--- config.mk ---
export PLATFORM = sky130hd
export DESIGN_NAME = pp_reduction_pipe_flat
export DESIGN_NICKNAME = d
export VERILOG_FILES = /design/src/rtl/pp_reduction_pipe_if.sv /design/src/rtl/pp_reduction_pipe.sv /design/src/flat_wrapper.sv
export SDC_FILE = /design/constraint.sdc
export NUM_CORES = 1
export LEC_CHECK = 0
export CAP_MARGIN = 20
export CORE_UTILIZATION = 47
export CTS_CLUSTER_SIZE = 14
export DETAILED_ROUTE_END_ITERATION = 10
export PLACE_DENSITY = 0.87
export REMOVE_ABC_BUFFERS = 1
export SYNTH_ARGS = -nofsm -noshare
export SYNTH_HDL_FRONTEND = slang
export SYNTH_SLANG_ARGS = --single-unit
--- constraint.sdc ---
create_clock -name clk -period 4.4 [get_ports clk]
set_clock_uncertainty 0.2 [all_clocks]
set_input_delay 1.1 -clock clk [delete_from_list [all_inputs] [get_ports clk]]
set_output_delay 1.1 -clock clk [all_outputs]
set_load 0.005 [all_outputs]
--- src/rtl/pp_reduction_pipe_if.sv ---
// Handshake bundle between the 3x3 partial-product generator and its reduction pipe.
// The slave side is the reduction pipe and the master side is the producer/consumer.
interface pp_reduction_pipe_if #(
    parameter int COUNT_W = 8
);
    logic               in_valid;
    logic               in_ready;
    logic               a0b0;
    logic               a0b1;
    logic               a0b2;
    logic               a1b0;
    logic               a1b1;
    logic               a1b2;
    logic               a2b0;
    logic               a2b1;
    logic               a2b2;
    logic               out_valid;
    logic               out_ready;
    logic [5:0]         product;
    logic               busy;
    logic [COUNT_W-1:0] done_count;

    modport master (
        output in_valid, a0b0, a0b1, a0b2, a1b0, a1b1, a1b2, a2b0, a2b1, a2b2, out_ready,
        input  in_ready, out_valid, product, busy, done_count
    );

    modport slave (
        input  in_valid, a0b0, a0b1, a0b2, a1b0, a1b1, a1b2, a2b0, a2b1, a2b2, out_ready,
        output in_ready, out_valid, product, busy, done_count
    );
endinterface

--- src/rtl/pp_reduction_pipe.sv ---
// Reduces nine 3x3 partial products to a 6-bit product in two stages:
// carry-save compression, then a carry-propagate add, with valid/ready on both sides.
module pp_reduction_pipe #(
    parameter int COUNT_W = 8
) (
    input  logic              clk,
    input  logic              rst,
    pp_reduction_pipe_if.slave bus
);

    function automatic logic maj3(input logic x, input logic y, input logic z);
        return (x & y) | (x & z) | (y & z);
    endfunction

    logic               r_v1;
    logic               r_v2;
    logic [4:0]         r_s;
    logic [4:0]         r_c;
    logic [5:0]         r_product;
    logic [COUNT_W-1:0] r_done_count;

    logic               w_adv1;
    logic               w_adv2;
    logic               w_xfer;
    logic [4:0]         w_s;
    logic [4:0]         w_c;

    // Full adder on weight 2, half adders on weights 1 and 3; S + C equals a*b.
    assign w_s = {bus.a2b2,
                  bus.a1b2 ^ bus.a2b1,
                  bus.a0b2 ^ bus.a1b1 ^ bus.a2b0,
                  bus.a0b1 ^ bus.a1b0,
                  bus.a0b0};
    assign w_c = {bus.a1b2 & bus.a2b1,
                  maj3(bus.a0b2, bus.a1b1, bus.a2b0),
                  bus.a0b1 & bus.a1b0,
                  2'b00};

    // An empty stage always advances, so bubbles collapse even with out_ready low.
    assign w_adv2 = !r_v2 || bus.out_ready;
    assign w_adv1 = !r_v1 || w_adv2;
    assign w_xfer = r_v2 && bus.out_ready;

    // Pipeline registers and completed-transfer counter.
    always_ff @(posedge clk or posedge rst) begin
        if (rst) begin
            r_v1         <= 1'b0;
            r_v2         <= 1'b0;
            r_s          <= 5'd0;
            r_c          <= 5'd0;
            r_product    <= 6'd0;
            r_done_count <= '0;
        end else begin
            if (w_adv2) begin
                r_v2 <= r_v1;
                if (r_v1) begin
                    r_product <= {1'b0, r_s} + {1'b0, r_c};
                end
            end
            if (w_adv1) begin
                r_v1 <= bus.in_valid;
                if (bus.in_valid) begin
                    r_s <= w_s;
                    r_c <= w_c;
                end
            end
            if (w_xfer) begin
                r_done_count <= r_done_count + {{(COUNT_W-1){1'b0}}, 1'b1};
            end
        end
    end

    assign bus.in_ready   = w_adv1;
    assign bus.out_valid  = r_v2;
    assign bus.product    = r_product;
    assign bus.busy       = r_v1 || r_v2;
    assign bus.done_count = r_done_count;

endmodule

--- src/flat_wrapper.sv ---
// flat-port wrapper written by rule: the top's interface ports become plain ports
module pp_reduction_pipe_flat 
#(
    parameter int COUNT_W = 8
)
  (clk, rst, bus_in_valid, bus_a0b0, bus_a0b1, bus_a0b2, bus_a1b0, bus_a1b1, bus_a1b2, bus_a2b0, bus_a2b1, bus_a2b2, bus_out_ready, bus_in_ready, bus_out_valid, bus_product, bus_busy, bus_done_count);
  pp_reduction_pipe_if #(.COUNT_W(COUNT_W)) bus_i ();
  input  logic clk;
  input  logic rst;
  input wire logic [$bits(bus_i.in_valid)-1:0] bus_in_valid;
  input wire logic [$bits(bus_i.a0b0)-1:0] bus_a0b0;
  input wire logic [$bits(bus_i.a0b1)-1:0] bus_a0b1;
  input wire logic [$bits(bus_i.a0b2)-1:0] bus_a0b2;
  input wire logic [$bits(bus_i.a1b0)-1:0] bus_a1b0;
  input wire logic [$bits(bus_i.a1b1)-1:0] bus_a1b1;
  input wire logic [$bits(bus_i.a1b2)-1:0] bus_a1b2;
  input wire logic [$bits(bus_i.a2b0)-1:0] bus_a2b0;
  input wire logic [$bits(bus_i.a2b1)-1:0] bus_a2b1;
  input wire logic [$bits(bus_i.a2b2)-1:0] bus_a2b2;
  input wire logic [$bits(bus_i.out_ready)-1:0] bus_out_ready;
  output wire logic [$bits(bus_i.in_ready)-1:0] bus_in_ready;
  output wire logic [$bits(bus_i.out_valid)-1:0] bus_out_valid;
  output wire logic [$bits(bus_i.product)-1:0] bus_product;
  output wire logic [$bits(bus_i.busy)-1:0] bus_busy;
  output wire logic [$bits(bus_i.done_count)-1:0] bus_done_count;
  assign bus_i.in_valid = bus_in_valid;
  assign bus_i.a0b0 = bus_a0b0;
  assign bus_i.a0b1 = bus_a0b1;
  assign bus_i.a0b2 = bus_a0b2;
  assign bus_i.a1b0 = bus_a1b0;
  assign bus_i.a1b1 = bus_a1b1;
  assign bus_i.a1b2 = bus_a1b2;
  assign bus_i.a2b0 = bus_a2b0;
  assign bus_i.a2b1 = bus_a2b1;
  assign bus_i.a2b2 = bus_a2b2;
  assign bus_i.out_ready = bus_out_ready;
  assign bus_in_ready = bus_i.in_ready;
  assign bus_out_valid = bus_i.out_valid;
  assign bus_product = bus_i.product;
  assign bus_busy = bus_i.busy;
  assign bus_done_count = bus_i.done_count;
  pp_reduction_pipe #(.COUNT_W(COUNT_W)) u_core (.clk(clk), .rst(rst), .bus(bus_i));
endmodule
==> impl_metrics.ini <==
[route]
via_per_inst = 5.13
routed_wl_um = 1840
dr.pass1.iters = 4
ant_nets = 0
vias = 729
drc = 0
wl_per_cell_um = 13.0
drt-initial-drc-count = 6

[critical_path]
cp_cell_sequence = clkdlybuf4s50_1 > nand3b_1 > clkdlybuf4s50_1
max_stage_delay_ns = 0.53
required_ns = 3.10
rr_endpoint = u_core.bus.product[4]$_DFFE_PP0P_
r2r_start = u_core.r_s[2]$_DFFE_PP0P_
critPathCapture = bus_in_ready
end_kind = primary output
reg2reg_depth = 5
critPathMaxFanout = 5
slowest_stage = clkdlybuf4s50_1
critPathLaunchType = input pin
r2r_slack_ns = 2.71
worstSetupStartpoint = bus_out_ready
cpMostUsedCell = clkdlybuf4s50_1
crit_arrival_ns = 2.35
path_class = in2out

[placed_design]
portBuffers = 29
placed_area_um2 = 1410
dp_hpwl_um = 1450
dp_cells = 138
gp_congestion = 0.773
pre_cts_slack_ns = 0.768

[clock_network]
hold_buffers = 0
clk_latency_ns = 0.31
htreeDepth = 1
root_buffer = clkbuf_4
post_cts_resized = 0
post_cts_buffers = 0
cts_buffer_depth = 2
cts.reportedPaths.clkPinSlew_ns = 0.13
cts_sinks = 24
cts_buffers = 3
cts_tree = yes

[final_layout]
design_area_um2 = 1450
fill_cells = 171
drive_above_1_share_pct = 16.7
nets = 136
n_antenna_cell = 0
layout-area-overhead-vs-synth_pct = 33.4
fin_cells = 142

[power]
pwr-share-seq_pct = 49.1
switchingPower_uw = 199
swShare_pct = 28.6
p_int_uw = 497
power_density_nw_per_um2 = 482
combPwrFrac_pct = 34.8
p_clk_share_pct = 16.1
ir_drop_mv = 0.248
leakage_uw = 0.000647

[flow_run]
maxCapViolCount = 0

[floorplanning]
io-pin-count = 30
design.die.area_um2 = 2500
start_util_pct = 49.5
fp.dieW_um = 50.0
rows = 17
die_h_um = 50.0
design.core.area_um2 = 2190

[sta]
max_freq_mhz = 274
relSlewSlack_pct = 40.5
post-route-period-util_pct = 82.9
setup_violations = 0
fin_ws_ns = 0.751
fin_crit_ns = 3.65
rsz0062_at_grt = no
fin_setup_tns_ns = 0
worst_slew_pin_slew_ns = 0.891
drv_slew = 0
hold_viol = 0

[worst_hold_path]
hp-class = reg2reg

[logic_synthesis]
synthTopCellsByCount = 24 x dfrtp_1, 13 x mux2_2, 6 x ha_1, 6 x xnor2_1
yosys.cell_count.top_type = dfrtp_1
synth_async_sr_flop_share_pct = 100
synth_edf_count = 0
ys_types = 22
synthTopCellsByArea = dfrtp_1 55%, mux2_2 14%, ha_1 6.9%, xnor2_1 4.8%, fa_1 3.7%
netlist_area_um2 = 1080
ys_seq_elements = 24
yosysSeqAreaShare_pct = 55.4
syn_inst = 81
synth_top_area_share_pct = 55.4
syn_area_per_cell_um2 = 13.4
yosysTopAreaCell = dfrtp_1
yosysWarnings = 0
ys.flop_type = dfrtp_1

[grt]
grt_pass1_vias = 745
grt_usage_pct = 17.4
grt_pass1_wl_um = 3270
gr-total-overflow = 0
grt_max_degree = 25
antenna_found_initial = 0

[run_status]
status = completed
## worst max-delay path, delay by kind of cell
family	cells	cell delay [ns]
simple gates	1	0.19
buf+inv	2	1.05
## power groups by stage
stage               Combinational (µW)  Sequential (µW)  Clock (µW)
floorplan                          106              340           0
global placement                   234              341           0
detailed placement                 246              347           0
CTS                                248              343         116
global route                       269              354         129
finish                             242              342         112
## metal layers
layer | wire (µm) | part of all wire, % | vias up | global-route usage [%]
met5 | 0 | 0 | - | 0
met4 | 4 | 0.22 | 0 | 6.67
met3 | 69 | 3.7 | 2 | 3.09
met2 | 1040 | 56 | 24 | 30.2
met1 | 729 | 40 | 358 | 21.2
li1 | - | - | 345 | -
## final cells by class
cell class,instances,area (µm²),area share (%)
Clock buffer,4,36.3,2.51
Inverter,5,18.8,1.30
Multi-Input combinational cell,52,464,32.1
Sequential cell,24,601,41.6
Tap cell,28,35.0,2.42
Timing Repair Buffer,29,290,20.1
## worst min path at each step
| stage | from | end | slack [ns] | cells after the start |
|---|---|---|---|---|
| after floorplan | u_core.bus.done_count[7]$_DFFE_PP0P_ | u_core.bus.done_count[7]$_DFFE_PP0P_ | 0.27 | 1 |
| after global placement | u_core.bus.done_count[7]$_DFFE_PP0P_ | u_core.bus.done_count[7]$_DFFE_PP0P_ | 0.26 | 1 |
| after detailed placement | u_core.bus.done_count[7]$_DFFE_PP0P_ | u_core.bus.done_count[7]$_DFFE_PP0P_ | 0.27 | 1 |
| after CTS | u_core.bus.done_count[7]$_DFFE_PP0P_ | u_core.bus.done_count[7]$_DFFE_PP0P_ | 0.29 | 1 |
| after global routing | u_core.bus.done_count[7]$_DFFE_PP0P_ | u_core.bus.done_count[7]$_DFFE_PP0P_ | 0.30 | 1 |
| final | u_core.bus.done_count[7]$_DFFE_PP0P_ | u_core.bus.done_count[7]$_DFFE_PP0P_ | 0.28 | 1 |
## layout by cell type, fill, tap and decap left out, drive strengths merged
cell	n
mux2i	1
clkdlybuf4s50	29
xor2	2
nand2	6
xnor2	6
nor3	1
nor2	1
and3	1
nand2b	3
fa	2
nand3b	1
or2	1
a21o	1
clkbuf	4
dfrtp	24
ha	6
a31oi	1
and4	1
mux2	13
a21oi	2
nand3	1
nand4	2
inv	5
## stage by stage
stage / util, % / power, µW / hold WS [ns]
finish: 66.0 / 696 / 0.280
global route: 66.0 / 751 / 0.302
CTS: 66.0 / 708 / 0.288
floorplan: - / 446 / 0.268
detailed placement: 64.3 / 594 / 0.266
global placement: 64.3 / 575 / 0.261
## registers in the layout (all words and copies together) (netlist names)
register and count:
u_core.r_v1 1, u_core.bus.out_valid 1, u_core.r_c 3, u_core.bus.product 6, u_core.bus.done_count 8, u_core.r_s 5
## cell families after synthesis
family          Yosys count  synth area share (%)
fa+ha+maj                 8                  10.6
simple gates             18                  9.12
flops                    24                  55.4
compound gates            4                  2.19
xor+xnor                  8                  6.47
buf+inv                   5                  1.73
mux                      14                  14.4
Note: power is estimated with default switching activity, not from simulation.
